===== config.mk =====
export PLATFORM = sky130hd
export DESIGN_NAME = sdram_refresh_scheduler
export DESIGN_NICKNAME = d
export VERILOG_FILES = /design/src/rtl/sdram_refresh_scheduler.sv
export SDC_FILE = /design/constraint.sdc
export NUM_CORES = 1
export LEC_CHECK = 0
export ABC_AREA = 1
export CAP_MARGIN = 5
export CORE_MARGIN = 5
export CORE_UTILIZATION = 49
export CTS_BUF_LIST = sky130_fd_sc_hd__clkbuf_8
export CTS_CLUSTER_SIZE = 28
export DETAILED_ROUTE_END_ITERATION = 8
export PLACE_DENSITY = 0.78
export SYNTH_ARGS = -nofsm -noshare
export SYNTH_HDL_FRONTEND = slang
export SYNTH_SLANG_ARGS = --single-unit

===== constraint.sdc =====
create_clock -name i_clk -period 1.8 [get_ports i_clk]
set_input_delay 0.27 -clock i_clk [delete_from_list [all_inputs] [get_ports i_clk]]
set_output_delay 0.27 -clock i_clk [all_outputs]
set_load 0.005 [all_outputs]

===== src/rtl/sdram_refresh_scheduler.sv =====
// Purpose : shares the SDRAM between arbiter traffic and auto-refresh; counts refresh
//           intervals, keeps a saturating refresh debt, and issues refreshes when idle or urgent.
// Latency : ctl_req/arb_ack/ref_req decode combinationally from state (zero added latency).
// Backpressure: arbiter requests are held upstream (ctl_req forced to 0) during refresh or bursts.
//
// Ports
//   i_clk, i_rst_n     : clock; asynchronous active-low reset, shared with the controller
//   i_arb_req[2:0]     : one-hot (or zero) request vector from the arbiter
//   o_arb_ack          : acceptance returned to the arbiter (controller ack while IDLE)
//   o_ctl_req[2:0]     : gated request vector to the controller
//   i_ctl_ack          : controller accepted o_ctl_req
//   i_ctl_complete     : controller finished the accepted transaction, burst included
//   o_ref_req          : auto-refresh command request
//   i_ref_ack          : controller accepted the refresh command
//   i_ref_done         : refresh finished (tRFC elapsed), one-cycle pulse
//   o_debt[3:0]        : outstanding refresh count, 0..MAX_DEBT
//   o_overflow         : sticky, a credit arrived while debt was saturated

module sdram_refresh_scheduler #(
  parameter int REFRESH_INTERVAL = 780,
  parameter int MAX_DEBT         = 8,
  parameter int URGENT_DEBT      = 4
) (
  input  logic       i_clk,
  input  logic       i_rst_n,
  input  logic [2:0] i_arb_req,
  output logic       o_arb_ack,
  output logic [2:0] o_ctl_req,
  input  logic       i_ctl_ack,
  input  logic       i_ctl_complete,
  output logic       o_ref_req,
  input  logic       i_ref_ack,
  input  logic       i_ref_done,
  output logic [3:0] o_debt,
  output logic       o_overflow
);

  localparam int            CW        = (REFRESH_INTERVAL > 1) ? $clog2(REFRESH_INTERVAL) : 1;
  localparam logic [CW-1:0] LP_RELOAD = CW'(REFRESH_INTERVAL - 1);
  localparam logic [CW-1:0] LP_ONE    = CW'(1);
  localparam logic [3:0]    LP_MAX    = 4'(MAX_DEBT);
  localparam logic [3:0]    LP_URGENT = 4'(URGENT_DEBT);

  typedef enum logic [1:0] {
    S_IDLE     = 2'd0,
    S_XFER     = 2'd1,
    S_REF_WAIT = 2'd2,
    S_REF_BUSY = 2'd3
  } state_t;

  state_t        r_state;
  state_t        w_state_nxt;
  logic [CW-1:0] r_cnt;
  logic [3:0]    r_debt;
  logic [3:0]    w_debt_nxt;
  logic          r_overflow;
  logic          w_ovf_set;
  logic          w_credit;
  logic          w_urgent;
  logic          w_ref_fire;
  logic          w_arb_any;

  // ---------------------------------------------------------------------------
  // Interval counter: free-running, independent of the FSM. The credit pulse is
  // the cycle in which the counter sits at zero.
  // ---------------------------------------------------------------------------
  assign w_credit = (r_cnt == '0);

  always_ff @(posedge i_clk or negedge i_rst_n) begin
    if (!i_rst_n) begin
      r_cnt <= LP_RELOAD;
    end else if (w_credit) begin
      r_cnt <= LP_RELOAD;
    end else begin
      r_cnt <= r_cnt - LP_ONE;
    end
  end

  // ---------------------------------------------------------------------------
  // Refresh debt. A credit and an accepted refresh in the same cycle cancel.
  // A credit that cannot be counted because debt is saturated is recorded in
  // the sticky overflow flag, which only reset clears.
  // ---------------------------------------------------------------------------
  assign w_ref_fire = (r_state == S_REF_WAIT) && i_ref_ack;
  assign w_urgent   = (r_debt >= LP_URGENT);

  always_comb begin
    w_debt_nxt = r_debt;
    w_ovf_set  = 1'b0;
    case ({w_credit, w_ref_fire})
      2'b10: begin
        if (r_debt == LP_MAX) begin
          w_ovf_set = 1'b1;
        end else begin
          w_debt_nxt = r_debt + 4'd1;
        end
      end
      // REF_WAIT is only entered with debt != 0 and nothing else lowers debt,
      // so this decrement cannot wrap.
      2'b01:   w_debt_nxt = r_debt - 4'd1;
      default: w_debt_nxt = r_debt;
    endcase
  end

  always_ff @(posedge i_clk or negedge i_rst_n) begin
    if (!i_rst_n) begin
      r_debt     <= 4'd0;
      r_overflow <= 1'b0;
    end else begin
      r_debt <= w_debt_nxt;
      if (w_ovf_set) begin
        r_overflow <= 1'b1;
      end
    end
  end

  assign o_debt     = r_debt;
  assign o_overflow = r_overflow;

  // ---------------------------------------------------------------------------
  // Control FSM
  // ---------------------------------------------------------------------------
  always_ff @(posedge i_clk or negedge i_rst_n) begin
    if (!i_rst_n) begin
      r_state <= S_IDLE;
    end else begin
      r_state <= w_state_nxt;
    end
  end

  assign w_arb_any = |i_arb_req;

  always_comb begin
    w_state_nxt = r_state;
    o_ctl_req   = 3'b000;
    o_arb_ack   = 1'b0;
    o_ref_req   = 1'b0;
    case (r_state)
      S_IDLE: begin
        // Urgent debt masks the client so the controller never sees a request
        // that the FSM is about to abandon in favour of a refresh.
        if (!w_urgent) begin
          o_ctl_req = i_arb_req;
        end
        o_arb_ack = i_ctl_ack;
        if (w_urgent) begin
          w_state_nxt = S_REF_WAIT;
        end else if (w_arb_any && i_ctl_ack) begin
          // A transaction that completes in its accept cycle never visits XFER.
          w_state_nxt = i_ctl_complete ? S_IDLE : S_XFER;
        end else if (!w_arb_any && (r_debt != 4'd0)) begin
          w_state_nxt = S_REF_WAIT;
        end
      end
      S_XFER: begin
        // Bursts run to completion; refresh waits even if debt turns urgent.
        if (i_ctl_complete) begin
          w_state_nxt = S_IDLE;
        end
      end
      S_REF_WAIT: begin
        o_ref_req = 1'b1;
        if (i_ref_ack) begin
          w_state_nxt = S_REF_BUSY;
        end
      end
      S_REF_BUSY: begin
        if (i_ref_done) begin
          w_state_nxt = S_IDLE;
        end
      end
      default: w_state_nxt = S_IDLE;
    endcase
  end

  // ---------------------------------------------------------------------------
  // Invariants
  // ---------------------------------------------------------------------------
  a_debt_bounded : assert property (@(posedge i_clk) disable iff (!i_rst_n)
    r_debt <= LP_MAX);
  a_req_exclusive : assert property (@(posedge i_clk) disable iff (!i_rst_n)
    !(o_ref_req && (o_ctl_req != 3'b000)));

endmodule


Yosys cells after proc, flatten, opt, wreduce, memory -nomap -nowiden. Cells that the tools add are included.

Reduce and logical (&&, ||, !) cells: 11. Divide/modulo/power cells: 0. Bitwise operators: 0. Muxes and demuxes: 17. Multipliers: 0. Order comparisons: 1. Add/sub/neg operators: 3. Shift-type cells: 0. Equality and inequality tests: 11.

Operators by type and width (count): $mux 2 (6); $logic_not 10->1 (1); $mux 10 (1); $sub 10x1->10 const B (1); $ne 2x2->1 const B (4); $pmux 2 s4 (1); $pmux 4 s2 (1); $eq 2x2->1 const B (3); $mux 3 (2); $mux 1 (5); $add 4x1->4 const B (1); $eq 2x1->1 const B (2); $eq 4x4->1 const B (1); $ge 4x3->1 const B (1); $mux 4 (1); $ne 4x4->1 const B (1); $reduce_and 4->1 (1); $reduce_bool 4->1 (1); $sub 4x1->4 const B (1); $logic_and 1x1->1 (3); $reduce_or 3->1 (1); $logic_not 2->1 (1); $reduce_and 2->1 (1); $reduce_bool 2->1 (1); $logic_not 1->1 (1).

Input bits: 9. Bits in read-only memories: 0. Memory bits (writable): 0. Output and inout port bits: 10. Memories kept: 0. Flip-flop bits (word level): 17. Word-level logic and storage cells: 47. Bits in latches: 0.

Longest topological paths before layout.
Depth after elaboration: 7. Depth in mapped cells: 14. Gate-level depth less buffers: 14.

Worst setup path after synthesis. Ideal clock, no wire load.

Kind: reg-to-reg. From: register r_cnt[0]. To: register r_debt[2], in the netlist o_debt[2]. Cell stages (with the launch flop): 14. Path slack: 15 ps. Period minus slack after synthesis: 1785 ps. Arrival: 1656 ps. Buffers on the path: 0. Data required time: 1672 ps. Library setup time: 128 ps. Cell sequence: dfstp_2 > inv_1 > ha_1 > nand2_4 > nor2_8 > nand3_4 > nand2_4 > nand2_1 > nand2_1 > inv_2 > ha_1 > inv_1 > a21oi_1 > o22ai_2.

Cells in the longest elaborated chain, start to end: 4. Elaborated cells on any way between the ends: 7. Classes of those cells: eq/ne: 3; mux: 1; reduce/logical: 3.

Ends and longest elaborated chain: from (decl) (line 53) `logic [CW-1:0] r_cnt;`; from (signal assigned) (line 75) `r_cnt <= r_cnt - LP_ONE;`; $logic_not 10->1 * (line 67) `assign w_credit = (r_cnt == '0);`; $eq 2x2->1 or $eq 2x1->1 (tied branches) (line 90) `case ({w_credit, w_ref_fire})`; $ne 2x2->1 (no source line) or $reduce_bool 2->1 (tied branches); $reduce_and 2->1 (no source line); to (signal assigned) (line 110) `r_debt <= w_debt_nxt;`; to (decl) (line 54) `logic [3:0] r_debt;`.

Mark *: on every way between the ends. The rest lies on a longest branch, timed or not. A chain may end at the register's enable or synchronous reset.

Worst setup path in the final report. Ends and elaborated chain as after synthesis.

==> impl_metrics.py <==
metrics = {
    "route": {
        "drc": 0,
        "drt_iter0_drc": 13,
        "routed_wl_um": 2280,
        "detail_route.wl_per_cell_um": 11.63,
        "vias_per_cell": 4.806,
        "drt-pass1-iter-count": 4,
        "vias": 942,
        "postRouteAntennaNets": 0,
    },
    "clocking": {
        "cts_buffers": 3,
        "clkSinkCount": 17,
        "h-tree-depth": 1,
        "clk_latency_ns": 0.25,
        "cts_root_buf": "clkbuf_8",
        "clock_path_buffers": 2,
        "path_clk_slew_ns": 0.07,
        "cts_tree": "built",
    },
    "place": {
        "hpwl_um": 1744,
        "gp_congestion": 0.8739,
        "pre_cts_ws_ns": -0.1029,
        "port_buffers": 18,
    },
    "synthesis": {
        "synth-seq-cells": 17,
        "synthArstFlopShare": 1.000,
        "ys.flop_type": "dfrtp_1",
        "synth-edff-count": 0,
        "synth.distinct_cells": 31,
        "syn-mean-instance-area_um2": 8.114,
        "syn_inst": 136,
        "yosysWarnings": 0,
        "syn_nets": 147,
        "netlist_area_um2": 1104,
        "seq_area_frac_synth": 0.3912,
    },
    "floorplan": {
        "die-area_um2": 3301,
        "start_util": 0.5037,
        "die_w_um": 57.46,
        "placementRows": 17,
        "core_area_um2": 2191,
        "io_pins": 19,
        "die_h_um": 57.46,
    },
    "sta": {
        "slew_headroom": 0.8324,
        "finClkSkew_ns": 0.002768,
        "max_freq_ghz": 0.5769,
        "hold_violations": 0,
        "rsz0062_at_grt": "true",
        "finalWorstSetupSlack_ns": 0.06668,
        "tightest_slew_ns": 0.2498,
        "drv_slew": 0,
        "setup-violations-final": 0,
        "post-route-period-util": 0.9630,
        "period_minus_slack_ns": 1.733,
        "hold-worst-slack_ns": 0.3407,
    },
    "cells_and_area": {
        "drive_gt1_frac": 0.3274,
        "diodes": 0,
        "syn_to_final_growth_pct": 34.69,
        "fin_nets": 180,
        "final_core_util": 0.6785,
    },
    "power_and_ir_drop": {
        "ir_drop_v": 0.0009223,
        "p_per_area_nw_per_um2": 1160,
        "power_frac_seq": 0.305,
        "net-switching-power_uw": 684.4,
        "switching_share": 0.3969,
        "combinationalPowerShare": 0.531,
        "leakagePower_uw": 0.0007453,
        "p_int_uw": 1040,
        "clockPowerShare": 0.164,
    },
    "worst_setup_path": {
        "path_max_fanout": 4,
        "r2r_slack_ns": 0.07,
        "r2r_end": "o_debt[2]",
        "reg2regPathDepth": 13,
        "start_kind": "flop",
        "setup.worst_path.class": "flop to flop",
        "cp-end-kind": "flop",
        "cp.arrival_ns": 1.87,
        "timing.rr.start": "r_cnt[0]",
        "cp.required_ns": 1.94,
    },
    "run": {
        "timing.max_cap.violations": 0,
    },
    "status": {
        "run_status": "completed",
    },
    "min_path": {
        "hp-class": "input pin to async pin",
    },
    "grt": {
        "first_global_vias": 945,
        "gr-total-overflow": 0,
        "antenna_found_initial": 0,
        "grt_max_degree": 18,
        "grt_pass1_wl_um": 3946,
        "track_usage": 0.1490,
    },
}
==> sequential cells by signal (all words and copies together) (netlist names) <==
name / count
r_cnt: 10
o_debt: 4
r_state: 2
o_overflow: 1
==> worst max path at each step <==
stage                   from         to  slack, ns  cells after the start
floorplan           r_cnt[0]  o_debt[2]       0.02                     13
global placement    r_cnt[0]  o_debt[2]      0.009                     13
detailed placement  r_cnt[0]  o_debt[2]      -0.10                     13
CTS                 r_cnt[0]  o_debt[2]      0.003                     13
global route        r_cnt[0]  o_debt[3]      -0.04                     13
finish              r_cnt[0]  o_debt[2]       0.07                     13
==> area by class of cell <==
type / count / area, um^2
Fill cell: 185 / 704.4
Multi-Input combinational cell: 88 / 599.3
Inverter: 30 / 112.6
Sequential cell: 17 / 431.7
Clock buffer: 3 / 41.29
Tap cell: 28 / 35.03
Timing Repair Buffer: 29 / 262.8
Clock inverter: 1 / 3.754
==> metal layers <==
metal / GRT usage / wire length, um / up-vias
met2: 0.2468 / 1177 / 12
met4: 0.06291 / 27 / 0
met1: 0.1872 / 1030 / 443
li1: - / - / 483
met5: 0 / 0 / -
met3: 0.02941 / 45 / 4
==> Yosys cell counts (2+ instances only) <==
cell	count	share of area
ha_1	2	0.023
nand2_4	4	0.041
nand3_1	10	0.045
o21ai_0	4	0.018
xor2_1	3	0.024
dfrtp_1	12	0.27
inv_1	24	0.082
nor2_2	2	0.011
dfstp_2	5	0.12
a21oi_1	8	0.036
inv_2	6	0.020
nor2_1	15	0.051
nor2_8	2	0.036
nand2_1	17	0.058
nor3_1	2	0.0091
nand2_2	5	0.028
==> worst max-delay path, stage by stage (launching register included) <==
cell     delay [ns]
dfstp_2        0.54
inv_2          0.05
ha_4           0.16
nand2_4        0.08
nor2_8         0.04
nand3_4        0.11
nand2_4        0.09
nand2_4        0.07
nand2_2        0.05
inv_2          0.05
ha_1           0.14
inv_2          0.04
a21oi_2        0.11
o22ai_2        0.08
==> power groups by stage <==
stage	logic, uW	registers [uW]	clock network (uW)
after CTS	872	519	289
after global routing	1020	537	309
final	916	527	282
after detailed placement	837	521	0
after floorplan	508	533	0
after global placement	805	517	0
==> per-stage QoR <==
stage	cells	total power (uW)	area (um^2)	TNS, ns
floorplan	136	1041	1104	0
finish	196	1725	1486	0
CTS	195	1680	1438	0
detailed placement	189	1358	1368	-0.1479
global placement	189	1323	1368	0
global route	196	1870	1486	-0.05624
==> logic make-up (layout without fill, tap and decap cells) <==
kind of cell / Yosys count / after routing / synth area share
adders and majority gates: 2 / 2 / 0.02267
and+or+nand+nor: 63 / 63 / 0.3333
xor gates and xnor gates: 4 / 4 / 0.03175
AOI/OAI and AO/OA: 19 / 19 / 0.1089
buffers and inverters: 31 / 63 / 0.1122
DFF: 17 / 17 / 0.3912
==> cells in the final DEF, fill, tap and decap left out, types with 2 or more instances in the layout <==
cell	Yosys	routed
o21ai_0	4	4
nor2_1	15	13
dlygate4sd2_1	0	3
nand3_4	1	2
nand2_2	5	6
dfrtp_1	12	12
a21oi_1	8	7
clkbuf_8	0	3
nand2_1	17	15
nor2_2	2	4
inv_1	24	22
nor2_8	2	2
nor3_1	2	2
clkdlybuf4s50_1	0	15
inv_2	6	9
nand2_4	4	5
nand3_1	10	9
xor2_1	3	2
buf_4	0	10
dfstp_2	5	5
==> timing repair <==
item,in CTS,in global routing
setup endpoints to repair,5,3
hold buffers,0,0
setup buffers,2,1
pin swaps,2,7
gates resized for setup,8,10
Power figures use the tool's default switching activity.
